$ cat config.mk
export PLATFORM = sky130hd
export DESIGN_NAME = comparador_serial_der_izq
export DESIGN_NICKNAME = d
export VERILOG_FILES = /design/src/rtl/comparador_serial_der_izq_pkg.sv /design/src/rtl/comparador_serial_der_izq_celda.sv /design/src/rtl/comparador_serial_der_izq.sv
export SDC_FILE = /design/constraint.sdc
export NUM_CORES = 1
export LEC_CHECK = 0
export ABC_CLOCK_PERIOD_IN_PS = 4340
export BUFFER_PORTS_ARGS = -buffer_cell sky130_fd_sc_hd__buf_2
export CORE_MARGIN = 1
export CORE_UTILIZATION = 40
export DETAILED_ROUTE_END_ITERATION = 6
export MAX_ROUTING_LAYER = met4
export PLACE_DENSITY = 0.66
export SLEW_MARGIN = 0
export SYNTH_ARGS = -nofsm -noshare
export SYNTH_HDL_FRONTEND = slang
export SYNTH_SLANG_ARGS = --single-unit
$ cat constraint.sdc
create_clock -name clk -period 4.34 [get_ports clk]
set_input_delay 0.217 -clock clk [delete_from_list [all_inputs] [get_ports clk]]
set_output_delay 0.217 -clock clk [all_outputs]
set_load 0.005 [all_outputs]
$ cat src/rtl/comparador_serial_der_izq_pkg.sv
// Shared encodings for the serial comparators: comparison-state codes and
// control FSM state codes. The left-to-right comparator uses the same codes.
package comparador_serial_der_izq_pkg;

  // Comparison state: a = equal so far, b = A greater, c = A smaller
  localparam logic [1:0] EST_A = 2'b01;
  localparam logic [1:0] EST_B = 2'b10;
  localparam logic [1:0] EST_C = 2'b11;

  localparam logic [1:0] S_IDLE    = 2'b00;
  localparam logic [1:0] S_RECIBIR = 2'b01;
  localparam logic [1:0] S_FIN     = 2'b10;

endpackage

$ cat src/rtl/comparador_serial_der_izq_celda.sv
// Per-bit next-state rule for the LSB-first comparator: a differing bit pair
// overrides everything seen so far, because it is of higher order.
module celda_tipica_der_izq (
  input  logic p,
  input  logic q,
  input  logic Ai,
  input  logic Bi,
  output logic P,
  output logic Q
);

  logic dif;

  assign dif = Ai ^ Bi;
  // Differing bits give b (10) when Ai=1 and c (11) when Bi=1
  assign P = dif | p;
  assign Q = dif ? Bi : q;

endmodule

$ cat src/rtl/comparador_serial_der_izq.sv
// Serial magnitude comparator, words delivered LSB first. Control FSM, bit
// counter and result registers live here; the bit rule is in the cell.
module comparador_serial_der_izq
  import comparador_serial_der_izq_pkg::*;
#(
  parameter int N = 8
) (
  input  logic       clk,
  input  logic       reset,
  input  logic       start,
  input  logic       valid,
  input  logic       Ai,
  input  logic       Bi,
  output logic       ready,
  output logic       done,
  output logic       mayor,
  output logic       menor,
  output logic       igual,
  output logic [1:0] estado
);

  localparam int CW = $clog2(N + 1);

  logic [1:0]    st;
  logic [CW-1:0] cnt;
  logic [1:0]    est_nxt;
  logic          acc;
  logic          last;

  celda_tipica_der_izq u_celda (
    .p  (estado[1]),
    .q  (estado[0]),
    .Ai (Ai),
    .Bi (Bi),
    .P  (est_nxt[1]),
    .Q  (est_nxt[0])
  );

  assign ready = (st == S_RECIBIR);
  assign done  = (st == S_FIN);
  assign acc   = ready & valid;
  assign last  = acc && (cnt == CW'(N - 1));

  always_ff @(posedge clk or posedge reset) begin
    if (reset) begin
      st     <= S_IDLE;
      cnt    <= '0;
      estado <= EST_A;
      mayor  <= 1'b0;
      menor  <= 1'b0;
      igual  <= 1'b0;
    end else begin
      case (st)
        S_IDLE: begin
          if (start) begin
            st     <= S_RECIBIR;
            estado <= EST_A;
            cnt    <= '0;
          end
        end
        S_RECIBIR: begin
          if (acc) begin
            estado <= est_nxt;
            cnt    <= cnt + CW'(1);
            // Results are taken from the cell output so they include the last pair
            if (last) begin
              st    <= S_FIN;
              mayor <= (est_nxt == EST_B);
              menor <= (est_nxt == EST_C);
              igual <= (est_nxt == EST_A);
            end
          end
        end
        S_FIN:   st <= S_IDLE;
        default: st <= S_IDLE;
      endcase
    end
  end

endmodule
; ---- Word-level counts from Yosys, hierarchy flattened
; Cells that the tools add are included.
[op_classes]
addsub = 1
n_eq_ne = 9
muxes = 10
bitwise = 3
reduce_logical = 6
[op_table]
columns = operator, count
row1 = $reduce_and 3->1, 3
row2 = $mux 2, 4
row3 = $mux 4, 2
row4 = $pmux 2 s2, 2
row5 = $pmux 4 s2, 1
row6 = $eq 2x2->1 const B, 3
row7 = $add 4x1->4 const B, 1
row8 = $eq 2x1->1 const B, 2
row9 = $eq 4x3->1 const B, 1
row10 = $ne 2x1->1 const B, 2
row11 = $logic_not 2->1, 1
row12 = $ne 2x2->1 const B, 1
row13 = $reduce_bool 2->1, 1
row14 = $and 1x1->1, 1
row15 = $logic_and 1x1->1, 1
row16 = $mux 1, 1
row17 = $or 1x1->1, 1
row18 = $xor 1x1->1, 1
[word_totals]
ff_bits = 11
inputBits = 6
out_inout_bits = 7
word_cells = 35

; ---- Longest topological paths before layout
[depth]
word_depth = 6
mapped_depth = 4
mapped_depth_nobuf = 4

; ---- Modules after synthesis
; From an unflattened synthesis, not the netlist that was laid out.
[hier_totals]
cells_unflattened = 52
area_unflattened_um2 = 590.6
[modules_own_cells]
columns = module, n_inst, cells_each, area_per_inst_um2, seq_area_each_um2
row1 = comparador_serial_der_izq, 1, 48, 560.5, 276.5
row2 = celda_tipica_der_izq, 1, 4, 30.0, 0.0

; ---- Least setup slack after synthesis
; OpenSTA, ideal clock, no wires.
[synth_path]
path_type = flip-flop to flip-flop
start = reg cnt[0]
end = reg mayor
setup_time_ns = 0.125
arrival_ns = 1.342
required_time_ns = 4.215
setup_slack_ns = 2.874
stages_incl_launch_ff = 5
n_path_buf = 0
synth_period_minus_slack_ns = 1.466
cell_sequence = dfrtp_1 ha_1 nand4b_1 nor3b_2 mux2_2
[synth_between]
elab_chain_cells = 3
[synth_lines]
columns = element, line_no
row1 = start: declaration, comparador_serial_der_izq.sv:25  ; logic [CW-1:0] cnt;
row2 = start signal: assignment, comparador_serial_der_izq.sv:64  ; cnt <= cnt + CW'(1);
row3 = $eq 4x3->1, comparador_serial_der_izq.sv:42  ; assign last = acc && (cnt == CW'(N - 1));
row4 = $logic_and 1x1->1, comparador_serial_der_izq.sv:42
row5 = $reduce_and 3->1 (no line), n/a
row6 = end signal: assignment, comparador_serial_der_izq.sv:68  ; mayor <= (est_nxt == EST_B);
row7 = end: declaration, comparador_serial_der_izq.sv:16  ; output logic mayor,
; No other way between the ends.
; A chain may end at the register's enable or synchronous reset.

; ---- Final worst setup path
[layout_path]
start = reg st[1]
end = reg mayor
[layout_between]
elab_chain_cells = 4
[layout_lines]
columns = element, line_no
row1 = start: declaration, comparador_serial_der_izq.sv:24  ; logic [1:0] st;
row2 = start signal: assignment, comparador_serial_der_izq.sv:46  ; st <= S_IDLE;
row3 = start signal: assignment, comparador_serial_der_izq.sv:56  ; st <= S_RECIBIR;
row4 = start signal: assignment, comparador_serial_der_izq.sv:67  ; st <= S_FIN;
row5 = $eq 2x1->1 *, "comparador_serial_der_izq.sv:39, comparador_serial_der_izq.sv:53"
row6 = $and 1x1->1, comparador_serial_der_izq.sv:41  ; assign acc = ready & valid;
row7 = $logic_and 1x1->1, comparador_serial_der_izq.sv:42
row8 = $reduce_and 3->1 (no line) *, n/a
; Mark *: on every way between the ends. The rest lies on a longest branch, timed or not.

==> impl_metrics.yaml <==
outcome:
  outcome: "completed"
global_route:
  grt_usage: 0.172
  grt_overflow: 0
  grt_pass1_wl_mm: 1.64
  grt_pass1_vias: 401
  grt_max_degree: 12
  antenna_found_initial: 0
timing:
  finalHoldViolCount: 0
  fmax_mhz: 615
  tightest_slew_ns: 0.422
  drv_slew: 0
  setup_tns_ns: 0
  rsz0062_at_grt: "no"
  period_minus_slack_ns: 1.63
  period_share: 0.375
  skew_ns: 0.00381
  finalSetupViolCount: 0
  max-slew-margin-rel: 0.719
cts:
  cts_root_buf: "clkbuf_4"
  cts_resized: 0
  numCtsBuffers: 3
  htreeDepth: 1
  cts.clk_slew.worst_paths_ns: 0.07
  hold_buffers: 1
  insertion_delay_ns: 0.26
  cts_tree: "done"
  cts_setup_buffers: 0
  clk_path_buf_depth: 2
  cts.sinks: 11
synthesis:
  yosysWarningCount: 0
  syn_inst: 56
  ys_ff_latch: 11
  synth_cell_types: 30
  netlist_area_um2: 572
  syn_area_per_cell_um2: 10.2
  yosysSeqAreaShare: 0.484
  syn-num-nets: 63
place:
  portBuffers: 12
  dp.final_hpwl_um: 723
  place_congestion: 0.734
power:
  p_per_area_nw_per_um2: 572
  p_leak_nw: 0.316
  irDropWorstVdd_v: 0.000373
  fin_total_pwr_mw: 0.382
worst_setup_path:
  r2r_end: "mayor"
  worstReg2RegStart: "st[1]"
  cp.arrival_ns: 1.77
  cp_data_required_time_ns: 4.49
  worst_r2r_path_depth: 3
  cp-endpoint: "mayor"
  reg2reg_slack_ns: 2.71
  critPathCaptureType: "register"
  startpoint_type: "register"
  critPathKind: "register to register"
  critPathMaxFanout: 11
  cp-startpoint: "st[1]"
floorplan:
  pin_count: 13
  die_y_um: 39.8
  die_area_um2: 1580
  std_cell_rows: 13
  core-area_um2: 1320
  die_x_um: 39.8
  initial_core_util: 0.434
finish:
  area_delta_synth_final_pct: 16.8
  n_antenna_cell: 0
  layout-drive-gt1-share: 0.286
  final_nets: 78
drt:
  ant_nets: 0
  drc_errors: 0
  drt-total-wl_um: 957
  wl_per_cell_um: 11.3
  dr.first_iter.drc_count: 4
  drt-vias-per-instance: 5.14
  first_pass_iters: 4
  vias: 437
worst_hold_path:
  worstHoldPathType: "primary input to register"
flow_run:
  maxCapViolCount: 0
==> metrics by stage <==
stage / instances / instance area (um^2) / hold WS [ns] / setup WS (ns) / util
detailed placement: 80 / 632 / 0.235 / 2.72 / 0.480
finish: 85 / 668 / 0.209 / 2.71 / 0.507
global placement: 80 / 632 / 0.233 / 2.77 / 0.480
global route: 85 / 668 / 0.221 / 2.62 / 0.507
floorplan: 56 / 572 / 0.0687 / 2.87 / -
CTS: 85 / 668 / 0.204 / 2.71 / 0.507
==> registers in the layout (all words and copies together), names as in the netlist <==
name,flops
menor,1
igual,1
mayor,1
estado,2
cnt,4
st,2
==> critical path: stages, from the launching register on <==
cell,delay [ns]
dfrtp_1,0.47
nand4b_1,0.27
nor3b_2,0.39
mux2_2,0.38
==> metal layers <==
metal / GRT usage / wire length (um) / vias to the layer above
met2: 0.250 / 426 / 9
li1: - / - / 218
met1: 0.196 / 467 / 208
met4: 0.0517 / 9 / 0
met3: 0.102 / 53 / 2
met5: - / 0 / -
==> cell usage in the layout (no fill, tap or decap), drive strengths merged, types with 3 or more instances in the layout <==
| master | instances |
|---|---|
| buf | 12 |
| a21oi | 3 |
| inv | 4 |
| dfrtp | 10 |
| clkbuf | 4 |
| nand2 | 3 |
| o21ai | 4 |
| nor2 | 4 |
| mux2i | 3 |
==> cells in the mapped netlist <==
cell	n	area, um^2
o31ai_1	1	7.51
nand2b_1	2	12.5
a21oi_1	3	15.0
nand4b_1	1	8.76
dfstp_2	1	26.3
nand3_1	1	5.00
and3b_2	1	10.0
ha_1	1	12.5
nand3b_1	1	7.51
nor3_1	1	5.00
o21a_1	1	7.51
or4_1	1	7.51
buf_4	2	15.0
o21ai_0	4	20.0
dfrtp_1	10	250
a2bb2oi_1	1	8.76
nor2b_1	1	6.26
mux2_2	1	11.3
xnor2_1	1	8.76
clkbuf_1	1	3.75
nor2_1	4	15.0
xor2_1	1	8.76
mux2i_1	3	30.0
and2_1	1	6.26
or2b_1	1	7.51
inv_1	4	15.0
nor3b_2	1	12.5
nand2_1	3	11.3
nor3b_1	1	7.51
and2b_2	1	8.76
==> power by group <==
group          total, mW  switching, mW  internal [mW]
logic              0.128         0.0565         0.0712
clock network     0.0685         0.0330         0.0355
registers          0.186         0.0395          0.147
total              0.382          0.129          0.253
==> worst min path at each step <==
stage                     depth (start not counted)  startpoint        end  slack (ns)
after floorplan                                   1       reset     cnt[0]        0.07
after global placement                            2       reset  estado[1]        0.23
after detailed placement                          2       reset  estado[1]        0.23
after CTS                                         3       start      st[0]        0.20
after global routing                              3       start      st[0]        0.22
final                                             3       start      st[0]        0.21
==> cell families (layout without fill, tap and decap cells) <==
logic type,Yosys count,in the layout,share of synthesized area
simple gates,21,21,0.230
flops,11,11,0.484
compound gates,10,10,0.103
buf+inv,7,21,0.0591
mux,4,4,0.0722
xor+xnor,2,2,0.0306
fa+ha+maj,1,1,0.0219
==> layout make-up <==
class                   instances  area [um^2]
fillers                       128          649
flip-flops and latches         11          277
multi-input cells              38          262
repair buffers                 13         70.1
clock buffers                   4         26.3
well taps                      15         18.8
inverters                       4         15.0
Note: power is estimated with default switching activity, not from simulation.
